--- src/rtl/multicycle_ctrl.sv ---
// Multicycle control FSM for the ARMv4-subset datapath: sequences fetch, decode, memory and ALU
// states, decodes IR fields into registered mux selects/enables, and owns the NZCV flags.
module multicycle_ctrl (
    input  logic       clock,
    input  logic       reset_n,
    input  logic [3:0] cond,
    input  logic [1:0] op,
    input  logic [5:0] funct,
    input  logic [3:0] rd,
    input  logic [3:0] aluflags,
    output logic       irwrite,
    output logic       pcwrite,
    output logic       adrsrc,
    output logic       memwrite,
    output logic       regwrite,
    output logic       alusrca,
    output logic [1:0] alusrcb,
    output logic [1:0] alucontrol,
    output logic [1:0] resultsrc,
    output logic [1:0] immsrc,
    output logic [1:0] regsrc,
    output logic [3:0] flags,
    output logic [3:0] state
);

    typedef enum logic [3:0] {
        StFetch  = 4'd0,
        StDecode = 4'd1,
        StMemAdr = 4'd2,
        StMemRd  = 4'd3,
        StMemWb  = 4'd4,
        StMemWr  = 4'd5,
        StExecR  = 4'd6,
        StExecI  = 4'd7,
        StAluWb  = 4'd8,
        StBranch = 4'd9
    } state_e;

    state_e     state_q, state_d;
    logic       run_q;
    logic [3:0] flags_q;
    logic       condex_q, condex_d, condex_eval;
    logic [1:0] alu_op;
    logic       is_cmp, rd_pc, flag_upd;

    logic       irwrite_d, pcwrite_d, adrsrc_d, memwrite_d, regwrite_d, alusrca_d;
    logic [1:0] alusrcb_d, alucontrol_d, resultsrc_d;

    assign is_cmp   = (funct[4:1] == 4'b1010);
    assign rd_pc    = (rd == 4'd15);
    assign condex_d = (state_q == StDecode) ? condex_eval : condex_q;
    assign flag_upd = run_q && funct[0] && condex_q &&
                      ((state_q == StExecR) || (state_q == StExecI));

    always_comb begin
        case (funct[4:1])
            4'b0100: alu_op = 2'b00;
            4'b0010: alu_op = 2'b01;
            4'b1010: alu_op = 2'b01;
            4'b0000: alu_op = 2'b10;
            4'b1100: alu_op = 2'b11;
            default: alu_op = 2'b00;
        endcase
    end

    // flags_q = {N, Z, C, V}
    always_comb begin
        case (cond)
            4'b0000: condex_eval = flags_q[2];
            4'b0001: condex_eval = !flags_q[2];
            4'b0010: condex_eval = flags_q[1];
            4'b0011: condex_eval = !flags_q[1];
            4'b0100: condex_eval = flags_q[3];
            4'b0101: condex_eval = !flags_q[3];
            4'b0110: condex_eval = flags_q[0];
            4'b0111: condex_eval = !flags_q[0];
            4'b1000: condex_eval = flags_q[1] && !flags_q[2];
            4'b1001: condex_eval = !flags_q[1] || flags_q[2];
            4'b1010: condex_eval = (flags_q[3] == flags_q[0]);
            4'b1011: condex_eval = (flags_q[3] != flags_q[0]);
            4'b1100: condex_eval = !flags_q[2] && (flags_q[3] == flags_q[0]);
            4'b1101: condex_eval = flags_q[2] || (flags_q[3] != flags_q[0]);
            4'b1110: condex_eval = 1'b1;
            default: condex_eval = 1'b0;
        endcase
    end

    // Hold FETCH for the first cycle after reset so its enables get one full cycle.
    always_comb begin
        state_d = StFetch;
        if (run_q) begin
            case (state_q)
                StFetch:  state_d = StDecode;
                StDecode: begin
                    case (op)
                        2'b01:   state_d = StMemAdr;
                        2'b00:   state_d = funct[5] ? StExecI : StExecR;
                        2'b10:   state_d = StBranch;
                        default: state_d = StFetch;
                    endcase
                end
                StMemAdr: state_d = funct[0] ? StMemRd : StMemWr;
                StMemRd:  state_d = StMemWb;
                StExecR:  state_d = StAluWb;
                StExecI:  state_d = StAluWb;
                default:  state_d = StFetch;
            endcase
        end
    end

    // Outputs are decoded from the next state so they come straight out of flops.
    always_comb begin
        irwrite_d    = 1'b0;
        pcwrite_d    = 1'b0;
        adrsrc_d     = 1'b0;
        memwrite_d   = 1'b0;
        regwrite_d   = 1'b0;
        alusrca_d    = 1'b0;
        alusrcb_d    = 2'b00;
        alucontrol_d = 2'b00;
        resultsrc_d  = 2'b00;
        case (state_d)
            StFetch: begin
                irwrite_d   = 1'b1;
                pcwrite_d   = 1'b1;
                alusrca_d   = 1'b1;
                alusrcb_d   = 2'b10;
                resultsrc_d = 2'b10;
            end
            StDecode: begin
                alusrca_d   = 1'b1;
                alusrcb_d   = 2'b10;
                resultsrc_d = 2'b10;
            end
            StMemAdr: alusrcb_d = 2'b01;
            StMemRd:  adrsrc_d  = 1'b1;
            StMemWb: begin
                resultsrc_d = 2'b01;
                pcwrite_d   = condex_d && rd_pc;
                regwrite_d  = condex_d && !rd_pc;
            end
            StMemWr: begin
                adrsrc_d   = 1'b1;
                memwrite_d = condex_d;
            end
            StExecR:  alucontrol_d = alu_op;
            StExecI: begin
                alusrcb_d    = 2'b01;
                alucontrol_d = alu_op;
            end
            StAluWb: begin
                pcwrite_d  = condex_d && !is_cmp && rd_pc;
                regwrite_d = condex_d && !is_cmp && !rd_pc;
            end
            StBranch: begin
                alusrcb_d   = 2'b01;
                resultsrc_d = 2'b10;
                pcwrite_d   = condex_d;
            end
            default: ;
        endcase
    end

    always_ff @(posedge clock or negedge reset_n) begin
        if (!reset_n) begin
            state_q    <= StFetch;
            run_q      <= 1'b0;
            flags_q    <= 4'b0000;
            condex_q   <= 1'b0;
            irwrite    <= 1'b0;
            pcwrite    <= 1'b0;
            adrsrc     <= 1'b0;
            memwrite   <= 1'b0;
            regwrite   <= 1'b0;
            alusrca    <= 1'b1;
            alusrcb    <= 2'b10;
            alucontrol <= 2'b00;
            resultsrc  <= 2'b10;
        end else begin
            state_q    <= state_d;
            run_q      <= 1'b1;
            condex_q   <= condex_d;
            irwrite    <= irwrite_d;
            pcwrite    <= pcwrite_d;
            adrsrc     <= adrsrc_d;
            memwrite   <= memwrite_d;
            regwrite   <= regwrite_d;
            alusrca    <= alusrca_d;
            alusrcb    <= alusrcb_d;
            alucontrol <= alucontrol_d;
            resultsrc  <= resultsrc_d;
            if (flag_upd) begin
                flags_q[3:2] <= aluflags[3:2];
                // Logical ops leave carry and overflow untouched.
                if (!alu_op[1]) flags_q[1:0] <= aluflags[1:0];
            end
        end
    end

    always_comb begin
        immsrc = 2'b00;
        regsrc = 2'b00;
        case (op)
            2'b01: begin
                immsrc = 2'b01;
                regsrc = 2'b10;
            end
            2'b10: begin
                immsrc = 2'b10;
                regsrc = 2'b01;
            end
            default: ;
        endcase
    end

    assign flags = flags_q;
    assign state = state_q;

endmodule
--- config.mk ---
export PLATFORM = sky130hd
export DESIGN_NAME = multicycle_ctrl
export DESIGN_NICKNAME = d
export VERILOG_FILES = /design/src/rtl/multicycle_ctrl.sv
export SDC_FILE = /design/constraint.sdc
export NUM_CORES = 1
export LEC_CHECK = 0
export CAP_MARGIN = 25
export CORE_MARGIN = 1
export CORE_UTILIZATION = 44
export CTS_CLUSTER_SIZE = 14
export DETAILED_ROUTE_END_ITERATION = 16
export PLACE_DENSITY_LB_ADDON = 0.2
export SLEW_MARGIN = 10
export SYNTH_ARGS = -nofsm -noshare
export SYNTH_HDL_FRONTEND = slang
export SYNTH_SLANG_ARGS = --single-unit
export TNS_END_PERCENT = 10
--- constraint.sdc ---
create_clock -name clock -period 2.2 [get_ports clock]
set_input_delay 0.44 -clock clock [delete_from_list [all_inputs] [get_ports clock]]
set_output_delay 0.44 -clock clock [all_outputs]
set_load 0.02 [all_outputs]
==> summary.md, run 1 <==
| Metric | Value |
|---|---|
| DR vias/cell | `5.24` |
| Pwr dens | `511 nW/um^2` |
| Sequential share of the synthesized area | `43.9%` |
| Tcrit/Tclk final | `89.1%` |
| Fraction of registers with async set/reset | `100%` |
| Post-DP Area | `1770 sq um` |
| CP Data Required Time | `2380 ps` |
| CTS Sinks | `22` |
| Gr usage total | `19.3%` |
| # H-tree levels | `1` |
| Io pins | `46` |
| Yosys top cell area share | `37.7%` |
| Delay of the slowest critical-path stage | `470 ps` |
| Worst Setup Path Type | `in -> reg` |
| Post-synth EDFFs | `0` |
| Clock tree buffer depth | `2` |
| Number of global-route vias before repair | `1064` |
| Syn Inst Count | `115` |
| Fin crit period | `1960 ps` |
| Post-Layout Inst Area | `1800 sq um` |
| Final setup margin | `240 ps` |
| Delay-heaviest family, CP | `compound AO/OA/AOI/OAI gates` |
| Skew-Pair Late Insertion Delay | `290 ps` |
| CTS buffer count | `3` |
| Chip width | `55.6 um` |
| HPWL after DPL | `2.15 mm` |
| Vias | `1038` |
| Detailed Routing Iterations Pass 1 | `4` |
| CP Max Fanout | `4` |
| Final setup fails | `0` |
| Worst Hold Class | `in -> async` |
| CP cell instances | `clkdlybuf4s50_1 > and3b_1 > a22oi_2 > mux2i_1 > nand4_1 > a22oi_2 > o211ai_2` |
| Full die area | `3090 sq um` |
| Status | `completed` |
| Mapped Nets | `137` |
| Die Height | `55.6 um` |
| Commonest non-fill, non-tap cell in the layout | `clkdlybuf4s50_1` |
| Fmax | `510 MHz` |
| Ranking of synthesized cells by area | `dfrtp_1 38%, dfstp_2 6.2%, mux2_2 4.5%` |
| Post-layout util | `65.8%` |
| RD Place Congestion | `0.779` |
| Initial drt markers | `25` |
| I/O Buffers | `45` |
| Ys flop type | `dfrtp_1` |
| Syn Area/Cell | `11.0 sq um` |
| ANT cells | `0` |
| Peak VDD IR | `472 uV` |
| DR WL/cell | `13.8 um` |
| Antenna violations before repair | `0` |
| Largest net degree at the start of global routing | `23` |
| RSZ-0062 raised after global routing | `false` |
| Most frequent cells in the layout | `41 x clkdlybuf4s50_1, 19 x dfrtp_1, 12 x nor2_1, 9 x buf_4, 6 x inv_1` |
| Post-CTS Setup Repair Bufs | `0` |
| Final WL | `2.73 mm` |
| Max Cap Viol | `0` |
| Core Region | `2730 sq um` |
| Worst Path Buf+Inv | `1` |
| CTS tree | `built` |
| Final Skew | `5.60 ps` |
| Worst-path clk slew | `110 ps` |
| Place WS | `-61.7 ps` |
| LEAKAGE | `0.774 nW` |
| Crit end category | `flop` |
| CP dominant cell by count | `a22oi_2` |
| CP max-delay cell | `clkdlybuf4s50_1` |
| Max-slew violations | `0` |
| First-pass GRT wire length | `4.73 mm` |
| DRC errors left | `0` |
| Yosys top cell by area | `dfrtp_1` |
| Yosys reg bits | `22` |
| Final ANT Viol Nets | `0` |
| Root buffer cell | `clkbuf_4` |
| Share of cells above drive strength 1 | `22.8%` |
| Worst EP arrival | `2140 ps` |
| Rows | `19` |
| Post-Syn Area | `1260 sq um` |
| Net count, final | `190` |
| Critical Path Source Type | `input port` |
| Overflow after GRT | `0` |
| Final Hold Viols | `0` |
| Synth-to-Final Area Change | `42.4%` |
| Post-synth cell types | `45` |
| Initial core utilization | `46.2%` |
| Synth warn | `0` |
## what timing repair did
item / CTS / global route
cloned: 0 / 0
resized for setup: 2 / 2
endpoints found under the setup margin: 2 / 2
hold buffers: 0 / 0
## metrics by stage
step | TNS (ps) | hold WS (ps) | total power, mW | instances
3_5_place_dp | -242 | 580 | 0.751 | 194
2_1_floorplan | 0 | 144 | 0.618 | 115
3_3_place_gp | -15.5 | 557 | 0.744 | 194
6_report | 0 | 477 | 0.919 | 198
4_1_cts | 0 | 483 | 0.931 | 198
5_1_grt | 0 | 482 | 0.973 | 198
## where the power goes
part	switching [mW]	leakage (nW)	internal (mW)
sequential	0.0217	0.284	0.439
clock	0.109	0.0150	0.0704
combinational	0.141	0.475	0.139
total	0.272	0.774	0.648
## worst register-to-register path, stage by stage, from the launching register on
cell and delay (ps):
dfrtp_1 450, and3b_1 210, a22oi_2 210, mux2i_1 210, nand4_1 160, a22oi_2 310, o211ai_2 120
## Yosys cell counts, types with 2 or more instances
cell / count
dfstp_2: 3
nor3_1: 3
mux2_2: 5
nand3b_1: 3
inv_1: 6
o31a_1: 2
buf_6: 2
nand4_1: 4
a22oi_2: 2
nor3b_2: 2
a22oi_1: 2
dfrtp_1: 19
xnor2_1: 2
nor2b_1: 3
nand2_1: 4
nor4_2: 2
buf_4: 3
nand3_1: 2
a21oi_1: 2
nor3b_1: 3
xor2_1: 2
mux2i_1: 2
nor2_1: 12
nand2b_1: 4
## logic make-up after synthesis
kind of cell / Yosys count / synth area share (%)
and+or+nand+nor: 50 / 25.6
DFF: 22 / 43.9
AOI/OAI and AO/OA: 19 / 15.7
buffers and inverters: 12 / 5.75
muxes: 7 / 6.05
xor gates and xnor gates: 4 / 2.78
other: 1 / 0.297
## metal layers
| metal | vias up | routed length [um] | global-route usage (%) | part of all wire (%) |
|---|---|---|---|---|
| li1 | 515 | - | - | - |
| met1 | 484 | 1220 | 24.5 | 45 |
| met2 | 37 | 1330 | 33.0 | 49 |
| met3 | 2 | 164 | 3.28 | 6.0 |
| met4 | 0 | 21 | 6.79 | 0.77 |
| met5 | - | 0 | 0 | 0 |
## layout make-up
| cell class | count | area [sq um] |
|---|---|---|
| clock buffers | 4 | 26.3 |
| inverters | 6 | 22.5 |
| flip-flops and latches | 22 | 554 |
| well taps | 31 | 38.8 |
| multi-input cells | 81 | 636 |
| repair buffers | 54 | 520 |
| fillers | 227 | 936 |
## registers in the layout, indices dropped and copies added (netlist names)
signal and count:
flags 4, regwrite 1, run_q 1, resultsrc 2, pcwrite 1, memwrite 1, alusrca 1, adrsrc 1
condex_q 1, alusrcb 2, alucontrol 2, state 4, irwrite 1
## path summary, 6_finish.rpt
check | from | endpoint | slack [ps] | depth (start not counted)
worst max-delay path | cond[2] | pcwrite$_DFF_PN0_ | 240 | 7
worst max register to register | flags[2]$_DFFE_PN0P_ | pcwrite$_DFF_PN0_ | 410 | 6
worst min-delay path | reset_n | flags[2]$_DFFE_PN0P_ | 480 | 2
min in group clock | condex_q$_DFF_PN0_ | condex_q$_DFF_PN0_ | 600 | 2
worst min register to register | condex_q$_DFF_PN0_ | condex_q$_DFF_PN0_ | 600 | 2
max in group asynchronous | reset_n | alusrca$_DFF_PN1_ | 1440 | 2
Power figures use the tool's default switching activity.
==> run 2: changes to the inputs <==
- CAP_MARGIN: 25 -> 30
==> results of run 2 <==
Same layout as run 1: the final DEF is identical, and so are final timing and power.
==> run 3: changes to the inputs <==
- CORE_ASPECT_RATIO: unset -> 0.5
- CTS_CLUSTER_DIAMETER: unset -> 60
==> summary.md, run 3 (synthesized netlist as in run 1, its figures left out) <==
| Metric | Value |
|---|---|
| Largest net degree at the start of global routing | `23` |
| CTS Sinks | `22` |
| Core Region | `2650 sq um` |
| DRC errors left | `0` |
| CP Data Required Time | `2340 ps` |
| # H-tree levels | `1` |
| Worst-path clk slew | `70 ps` |
| Non-Filler Instances | `205` |
| ANT cells | `0` |
| Vias | `1033` |
| Io pins | `46` |
| Worst Hold Class | `in -> async` |
| Initial drt markers | `20` |
| Die Height | `39.9 um` |
| Final ANT Viol Nets | `0` |
| Max Cap Viol | `0` |
| Final setup fails | `0` |
| Delay-heaviest family, CP | `compound AO/OA/AOI/OAI gates` |
| Overflow after GRT | `0` |
| Delay of the slowest critical-path stage | `440 ps` |
| Worst Path Buf+Inv | `1` |
| Fin crit period | `1950 ps` |
| CP max-delay cell | `clkdlybuf4s50_1` |
| Clock tree buffer depth | `2` |
| Chip width | `77.8 um` |
| HPWL after DPL | `2.18 mm` |
| Worst EP arrival | `2090 ps` |
| Post-CTS Setup Repair Bufs | `0` |
| Peak VDD IR | `460 uV` |
| DR vias/cell | `5.04` |
| DR WL/cell | `13.1 um` |
| Root buffer cell | `clkbuf_8` |
| RSZ-0062 raised after global routing | `false` |
| Tcrit/Tclk final | `88.8%` |
| Net count, final | `191` |
| Detailed Routing Iterations Pass 1 | `4` |
| Final WL | `2.69 mm` |
| Fmax | `512 MHz` |
| Full die area | `3100 sq um` |
| Worst reg-to-reg setup slack | `420 ps` |
| DP Cell Count | `201` |
| Crit end category | `flop` |
| Filler Cell Count | `213` |
| Rows | `13` |
| Critical Path Source Type | `input port` |
| Status | `completed` |
| CTS tree | `built` |
| Number of global-route vias before repair | `933` |
| CP cell instances | `clkdlybuf4s50_1 > and3b_1 > a22oi_2 > mux2i_1 > nand4_1 > a22oi_2 > o211ai_2` |
| RD Place Congestion | `0.825` |
| Final Hold Viols | `0` |
| Initial core utilization | `47.6%` |
| CTS buffer count | `3` |
| Synth-to-Final Area Change | `44.5%` |
| Post-layout util | `68.8%` |
| Commonest non-fill, non-tap cell in the layout | `clkdlybuf4s50_1` |
| CP dominant cell by count | `a22oi_2` |
| CP Max Fanout | `4` |
| LEAKAGE | `0.766 nW` |
| Antenna violations before repair | `0` |
| Final Skew | `2.75 ps` |
| Pwr dens | `541 nW/um^2` |
| Share of cells above drive strength 1 | `23.2%` |
| First-pass GRT wire length | `4.33 mm` |
| I/O Buffers | `45` |
| Worst Setup Path Type | `in -> reg` |
| Skew-Pair Late Insertion Delay | `260 ps` |
| Max-slew violations | `0` |
| Gr usage total | `19.2%` |
| Most frequent cells in the layout | `41 x clkdlybuf4s50_1, 19 x dfrtp_1, 12 x nor2_1, 10 x buf_4, 6 x inv_1` |
==> run 3: routing by layer <==
metal / routed length (um) / global-route usage, % / part of all wire [%] / vias to the layer above
met2: 1220 / 33.6 / 45 / 19
met3: 137 / 6.51 / 5.1 / 2
li1: - / - / - / 524
met4: 8 / 2.83 / 0.30 / 0
met5: 0 / 0 / 0 / -
met1: 1320 / 23.9 / 49 / 488
==> run 3: cell type report <==
cell class | count | area (sq um) | area share, %
inverter | 6 | 22.5 | 1.23
clock buffer | 4 | 45.0 | 2.47
multi-input combinational | 81 | 636 | 34.8
sequential | 22 | 554 | 30.4
timing repair buffer | 55 | 520 | 28.5
tap | 37 | 46.3 | 2.54
==> run 3: what timing repair did <==
item                                    in CTS  in global routing
gates resized for setup                      4                  0
endpoints found under the setup margin       4                  0
hold buffers                                 0                  0
==> run 3: worst paths after layout <==
path / from / to / depth (start not counted)
max: cond[2] / pcwrite$_DFF_PN0_ / 7
min: reset_n / alusrcb[0]$_DFF_PN0_ / 2
max reg2reg: flags[2]$_DFFE_PN0P_ / pcwrite$_DFF_PN0_ / 6
min reg2reg: condex_q$_DFF_PN0_ / condex_q$_DFF_PN0_ / 2
max in group asynchronous: reset_n / resultsrc[1]$_DFF_PN1_ / 2
min in group clock: condex_q$_DFF_PN0_ / condex_q$_DFF_PN0_ / 2
==> run 3: stage by stage <==
step	instance area, sq um	hold WS [ps]	setup slack [ps]	setup TNS [ps]	power (mW)
2_1_floorplan	1260	144	486	0	0.618
3_3_place_gp	1780	572	-11.5	-11.5	0.748
3_5_place_dp	1780	585	-36.7	-132	0.752
4_1_cts	1820	526	228	0	0.999
5_1_grt	1820	535	168	0	1.04
6_report	1820	519	247	0	0.987
==> run 3: power by group <==
group	leakage (nW)	internal (mW)	total, mW	switching [mW]
combinational	0.459	0.139	0.279	0.141
sequential	0.284	0.439	0.461	0.0220
clock	0.0228	0.129	0.248	0.119
